$ cat src/rtl/register_file_bwc.sv
// Register file: N words x W bits, one byte-enabled write port, two read ports,
// optional write-to-read bypass, optional registered reads, and a one-word-per-cycle clear engine.
module register_file_bwc #(
    parameter int unsigned M       = 4,
    parameter int unsigned N       = 16,
    parameter int unsigned W       = 8,
    parameter bit          BYPASS  = 1'b1,
    parameter bit          REG_OUT = 1'b0
) (
    input  logic           clk,
    input  logic           rst,
    input  logic           wr_enable,
    input  logic [W/8-1:0] wr_be,
    input  logic [M-1:0]   wr_addr,
    input  logic [W-1:0]   din,
    input  logic [M-1:0]   rd_addra,
    input  logic [M-1:0]   rd_addrb,
    input  logic           clr_req,
    output logic [W-1:0]   douta,
    output logic [W-1:0]   doutb,
    output logic           busy
);

    localparam int unsigned NB      = W / 8;
    localparam logic [M-1:0] LastPtr = M'(N - 1);

    typedef enum logic {StIdle, StClear} state_e;

    state_e         state_q, state_d;
    logic [M-1:0]   ptr_q, ptr_d;
    logic [W-1:0]   mem [N];
    logic [W-1:0]   merged;
    logic [W-1:0]   rd_a, rd_b;
    logic           wr_fire, clr_fire;
    logic           wr_in_range, rda_in_range, rdb_in_range;

    assign busy         = (state_q == StClear);
    assign wr_in_range  = (32'(wr_addr) < N);
    assign rda_in_range = (32'(rd_addra) < N);
    assign rdb_in_range = (32'(rd_addrb) < N);

    // A write accepted in the same cycle as clr_req is dropped: clear wins.
    assign wr_fire  = !rst && (state_q == StIdle) && !clr_req && wr_enable && wr_in_range;
    assign clr_fire = !rst && (state_q == StClear);

    always_comb begin
        state_d = state_q;
        ptr_d   = ptr_q;
        unique case (state_q)
            StIdle: begin
                if (clr_req) begin
                    state_d = StClear;
                    ptr_d   = '0;
                end
            end
            StClear: begin
                if (ptr_q == LastPtr) begin
                    state_d = StIdle;
                    ptr_d   = '0;
                end else begin
                    ptr_d = ptr_q + 1'b1;
                end
            end
            default: begin
                state_d = StClear;
                ptr_d   = '0;
            end
        endcase
    end

    always_ff @(posedge clk) begin
        if (rst) begin
            state_q <= StClear;
            ptr_q   <= '0;
        end else begin
            state_q <= state_d;
            ptr_q   <= ptr_d;
        end
    end

    always_comb begin
        merged = mem[wr_addr];
        for (int i = 0; i < NB; i++) begin
            if (wr_be[i]) merged[8*i +: 8] = din[8*i +: 8];
        end
    end

    // Array has no reset; the clear sweep is what zeroes it.
    always_ff @(posedge clk) begin
        if (clr_fire) begin
            mem[ptr_q] <= '0;
        end else if (wr_fire) begin
            mem[wr_addr] <= merged;
        end
    end

    always_comb begin
        rd_a = '0;
        rd_b = '0;
        if (!busy && rda_in_range) begin
            if (BYPASS && wr_fire && (wr_addr == rd_addra)) rd_a = merged;
            else                                             rd_a = mem[rd_addra];
        end
        if (!busy && rdb_in_range) begin
            if (BYPASS && wr_fire && (wr_addr == rd_addrb)) rd_b = merged;
            else                                             rd_b = mem[rd_addrb];
        end
    end

    if (REG_OUT) begin : g_reg_out
        logic [W-1:0] douta_q, doutb_q;
        always_ff @(posedge clk) begin
            if (rst) begin
                douta_q <= '0;
                doutb_q <= '0;
            end else begin
                douta_q <= rd_a;
                doutb_q <= rd_b;
            end
        end
        assign douta = douta_q;
        assign doutb = doutb_q;
    end else begin : g_comb_out
        assign douta = rd_a;
        assign doutb = rd_b;
    end

endmodule
$ cat config.mk
export PLATFORM = sky130hd
export DESIGN_NAME = register_file_bwc
export DESIGN_NICKNAME = d
export VERILOG_FILES = /design/src/rtl/register_file_bwc.sv
export SDC_FILE = /design/constraint.sdc
export NUM_CORES = 1
export LEC_CHECK = 0
export ABC_AREA = 1
export CORE_ASPECT_RATIO = 0.8
export CORE_MARGIN = 5
export CORE_UTILIZATION = 31
export DETAILED_ROUTE_END_ITERATION = 10
export GPL_TIMING_DRIVEN = 1
export PLACE_DENSITY_LB_ADDON = 0.05
export SETUP_SLACK_MARGIN = 0.2
export SYNTH_ARGS = -nofsm -noshare
export SYNTH_HDL_FRONTEND = slang
export SYNTH_SLANG_ARGS = --single-unit
$ cat constraint.sdc
create_clock -name clk -period 2.1 [get_ports clk]
set_input_delay 0.42 -clock clk [delete_from_list [all_inputs] [get_ports clk]]
set_output_delay 0.42 -clock clk [all_outputs]
set_load 0.005 [all_outputs]
; Yosys cells after proc, flatten, opt, wreduce, memory -nomap -nowiden
; Memories as Yosys holds them, arrays and structs flattened.
; Index checks and enable logic that the tools add are counted.
; W data, S select, Z words.
[word_totals]
ram_bits = 128
input_bits = 25
regBits = 5
memories = 1
[classes]
reduce_logical = 9
add_sub_neg = 1
n_eq_ne = 4
n_mux = 19
n_bitwise = 1
[mem_list]
columns = memory, depth, width, read_ports, rd_clocked_by_memory_dff, wr, line_no
row1 = mem, 16, 8, 3, 0, 1, 31  ; logic [W-1:0] mem [N];
[op_table]
columns = operator, n
row1 = $mux W8, 6
row2 = $mux W4, 3
row3 = $eq A4 B4 Y1, 2
row4 = $mux W1, 8
row5 = $pmux W4 S2, 1
row6 = $reduce_or A8 Y1, 1
row7 = $logic_and A1 B1 Y1, 6
row8 = $add A4 B1 Y4 const B, 1
row9 = $eq A4 B4 Y1 const B, 1
row10 = $logic_not A1 Y1, 2
row11 = $ne A2 B2 Y1 const B, 1
row12 = $pmux W1 S2, 1
row13 = $not A1 Y1, 1

; Longest topological paths before layout
[logic_depth]
depth_word = 9
ltp_mapped = 11
depth_no_buf = 9

; Worst setup path before layout
; OpenSTA, ideal clock, no wires.
[synth_path]
path_kind = input-to-reg
start = input wr_addr[1]
end = memory mem[0][6], data pin
stages = 10
setup_ns = 0.277
required_time_ns = 1.823
path_slack_ns = 0.208
t_arrival_ns = 1.615
path_cell_list = buf_2 > inv_2 > buf_2 > nand3_1 > nand3_1 > nand2_1 > nand2_1 > nand3_1 > nand2_2 > nor2_1
[synth_via]
elab_chain_cells = 3
[synth_lines]
columns = item, line_no
row1 = "start, declared", 14  ; input logic [M-1:0] wr_addr,
row2 = $mem_v2 Z16 W8, n/a
row3 = $mux W8, 84  ; if (wr_be[i]) merged[8*i +: 8] = din[8*i +: 8];
row4 = $mux W8 (no source line), n/a
row5 = "end, declared", 31
; Every way passes these cells.

; Worst setup path in the final report
[layout_path]
start = register state_q (netlist: busy)
end = output douta[2]
[layout_via]
elab_chain_cells = 7
[layout_lines]
columns = item, line_no
row1 = "start, declared", 29  ; state_e state_q, state_d;
row2 = "start signal, assigned", 73  ; state_q <= StClear;
row3 = "start signal, assigned", 76  ; state_q <= state_d;
row4 = $not A1 Y1, 43  ; assign wr_fire = !rst && (state_q == StIdle) && !clr_req && wr_enable && wr_in_range;
row5 = $logic_and A1 B1 Y1 (3 in a row), 43
row6 = $logic_and A1 B1 Y1, 101  ; if (BYPASS && wr_fire && (wr_addr == rd_addra)) rd_a = merged;
row7 = $mux W8, 101
row8 = $mux W8 (*), 100  ; if (!busy && rda_in_range) begin
row9 = "end, declared", 19  ; output logic [W-1:0] douta,
; Every way passes the cells marked *; elsewhere a longest branch is shown, timed or not.

==> impl_results.md <==
* Clk slew on worst S/H paths at 0.06 ns
* Num CTS Buffers at 17
* Syn-to-layout area delta at 40.79%
* Vias in the first global route at 8474
* Crit-path slowest cell: dfxtp_2
* Starting Density at 0.3164
* Cell Pwr Density at 598.0 nW/um2
* Post-synthesis sequential area ratio at 0.4544
* Top-count cell post-synth: nand2_1
* Vias after detailed routing at 8890
* Max-Cap Viols at 0
* Proportion of synthesized area in mux cells at 0
* Skew-Pair Late Insertion Delay at 0.44 ns
* Die Ht at 159.7 um
* Post-CTS Hold Fix Bufs at 0
* Post-Syn Nets at 1184
* Vias per cell at 5.254
* DIE WIDTH at 197.1 um
* Final GP Congestion at 0.8734
* CP startpoint kind: register
* Routed Antenna Nets at 0
* Clock tree buffer depth at 2
* Compound-Gate Fraction of Synth Area at 0.07656
* Ys flop type: edfxtp_1
* Synthesized area at 8678 um2
* Total grt overflow at 0
* Layout cells sized above 1 at 0.2794
* Top cell type's share of synthesized area at 0.4429
* Fin cells at 1692
* Min Tclk post-route at 2.242 ns
* Post-place setup slack at -1.013 ns
* Synth cell count leaders: nand2_1, nand3_1, edfxtp_1
* Largest family of logic cells by synthesized area: simple AND/OR/NAND/NOR gates
* Root buf cell: clkbuf_16
* Critical-path cell list: nor2_4, nand3_4, inv_4, buf_6, nand3_4, buf_12, nand3_4, nand2_2, a21oi_2, buf_2
* CP Max Fanout at 6
* RSZ-0062 raised after global routing: yes
* Critical Path Max Stage Delay at 0.33 ns
* Max VDD drop at 0.5806 mV
* Clk sink count at 133
* Worst min-delay path class: input pin to register
* I/O pin count at 42
* Worst Path Required at 1.68 ns
* Largest net degree at the start of global routing at 60
* Area leader, netlist: edfxtp_1
* Worst slew pin tran at 0.3665 ns
* Status: finished with violations
* FF+latch count, synth at 133
* CP Buf/Inv Count at 4
* Synth Area in Adders at 0.001442
* Simple-gate share of the synthesized area at 0.3610
* Fillers at 2759
* Synth unique cells at 30
* Core ar. at 27430 um2
* CP Capture Type: primary output
* Post-Synthesis Cells at 1158
* CP Class: register to primary output
* Crit-path most repeated cell: nand3_4
* XOR/XNOR Fraction of Synth Area at 0.006055
* Top cells by area, synth: edfxtp_1, nand2_1, nand3_1, o211ai_1, inv_1
* First-pass GRT wire length at 56450 um
* Syn Area/Cell at 7.494 um2
* Final nets at 1341
* Crit path DAT at 1.82 ns
* 1st-iter DRT viols at 1093
* CTS tree: done
* I/O Buffers at 41
* Post-route DRC violation count at 0
* Placed instance count at 1639
* Synth warnings at 0
* Slew headroom at 0.7556
* Fin. max-slew vios at 0
* Post-synth EDFFs at 128
* H-tree levels at 4
* Tcrit/Tclk final at 1.068
* Final setup vio count at 16
* Die Footprint at 31460 um2
* Asr flop ratio synth at 0
* Fmax at 446.0 MHz
* Layout Skew at 0.008632 ns
* Cell Rows at 54
* Post-route setup slack at -0.1420 ns
* Leak at 0.005296 uW
* Initial antenna violation count at 0
* # diodes at 0
* DP HPWL at 26310 um
* Worst hold slack at 0.3722 ns
* GR Util All Layers at 0.2420
* Violated checks: setup timing
* Total Routed Length at 38120 um
* Top delay family on crit path: buffers and inverters
* Post-DR wirelength/cell at 22.53 um
* 1st-pass router iterations at 6
* Final hold vios at 0
* Overall power at 7307 uW
-- flip-flops by register name, summed over array words and instances (netlist names) --
signal  cells
busy        1
mem       128
ptr_q       4
-- worst paths after layout --
check	start	end	slack [ns]	cells after the start
min reg2reg	ptr_q[3]	ptr_q[3]	0.50	2
min	rst	busy	0.37	3
max	busy	douta[2]	-0.14	10
max reg2reg	busy	mem[11][7]	0.11	8
-- cell families after synthesis --
kind of cell | Yosys count
AOI/OAI and AO/OA | 96
xor gates and xnor gates | 6
adders and majority gates | 1
buffers and inverters | 194
DFF | 133
and+or+nand+nor | 728
-- per-layer routing --
metal	part of all wire	track usage	vias up
met5	0	0	-
met4	0.024	0.07246	0
met3	0.071	0.04635	58
met2	0.43	0.3601	395
met1	0.47	0.3571	4221
li1	-	-	4216
-- cells in the final DEF (no fill, tap or decap), types with 19 or more instances in the layout --
master,n
edfxtp_1,128
o211ai_1,65
nand2_2,25
buf_4,117
nor2_1,41
nand3_1,221
nand2_1,362
buf_2,19
buf_12,39
nand3_2,44
inv_1,102
-- repair_timing --
action | in CTS | in global routing
gates cloned | 6 | 0
setup buffers | 11 | 4
resized for setup | 225 | 45
pin swaps | 34 | 12
endpoints found under the setup margin | 239 | 144
-- power breakdown --
group | switching (uW) | leakage [uW] | internal (uW)
Combinational | 791 | 0.00364 | 555
Clock | 1280 | 0.000271 | 1760
Sequential | 19.8 | 0.00139 | 2900
-- layout make-up --
class,instances,area (um2),share of cell area
multi-input combinational,831,4423,0.3620
sequential,133,3945,0.3229
timing repair buffer,215,2322,0.1901
inverter,117,491.7,0.04025
tap,364,455.4,0.03728
clock buffer,18,429.2,0.03513
clock inverter,14,151.4,0.01239
-- worst register-to-register path: stages (launching register included) --
cell	delay [ns]
dfxtp_2	0.35
nor2_4	0.04
nand3_4	0.09
buf_4	0.29
nand2_1	0.11
o21ai_1	0.18
nand2_1	0.22
nor2_4	0.20
buf_4	0.22
-- per-stage QoR --
stage               area [um2]  utilization  setup TNS (ns)
floorplan                 8678            -               0
CTS                      12000       0.4375          -1.524
global route             12220       0.4454          -3.457
finish                   12220       0.4454          -1.351
detailed placement       10700       0.3899         -105.58
global placement         10700       0.3899         -107.08
Note: power is estimated with default switching activity, not from simulation.
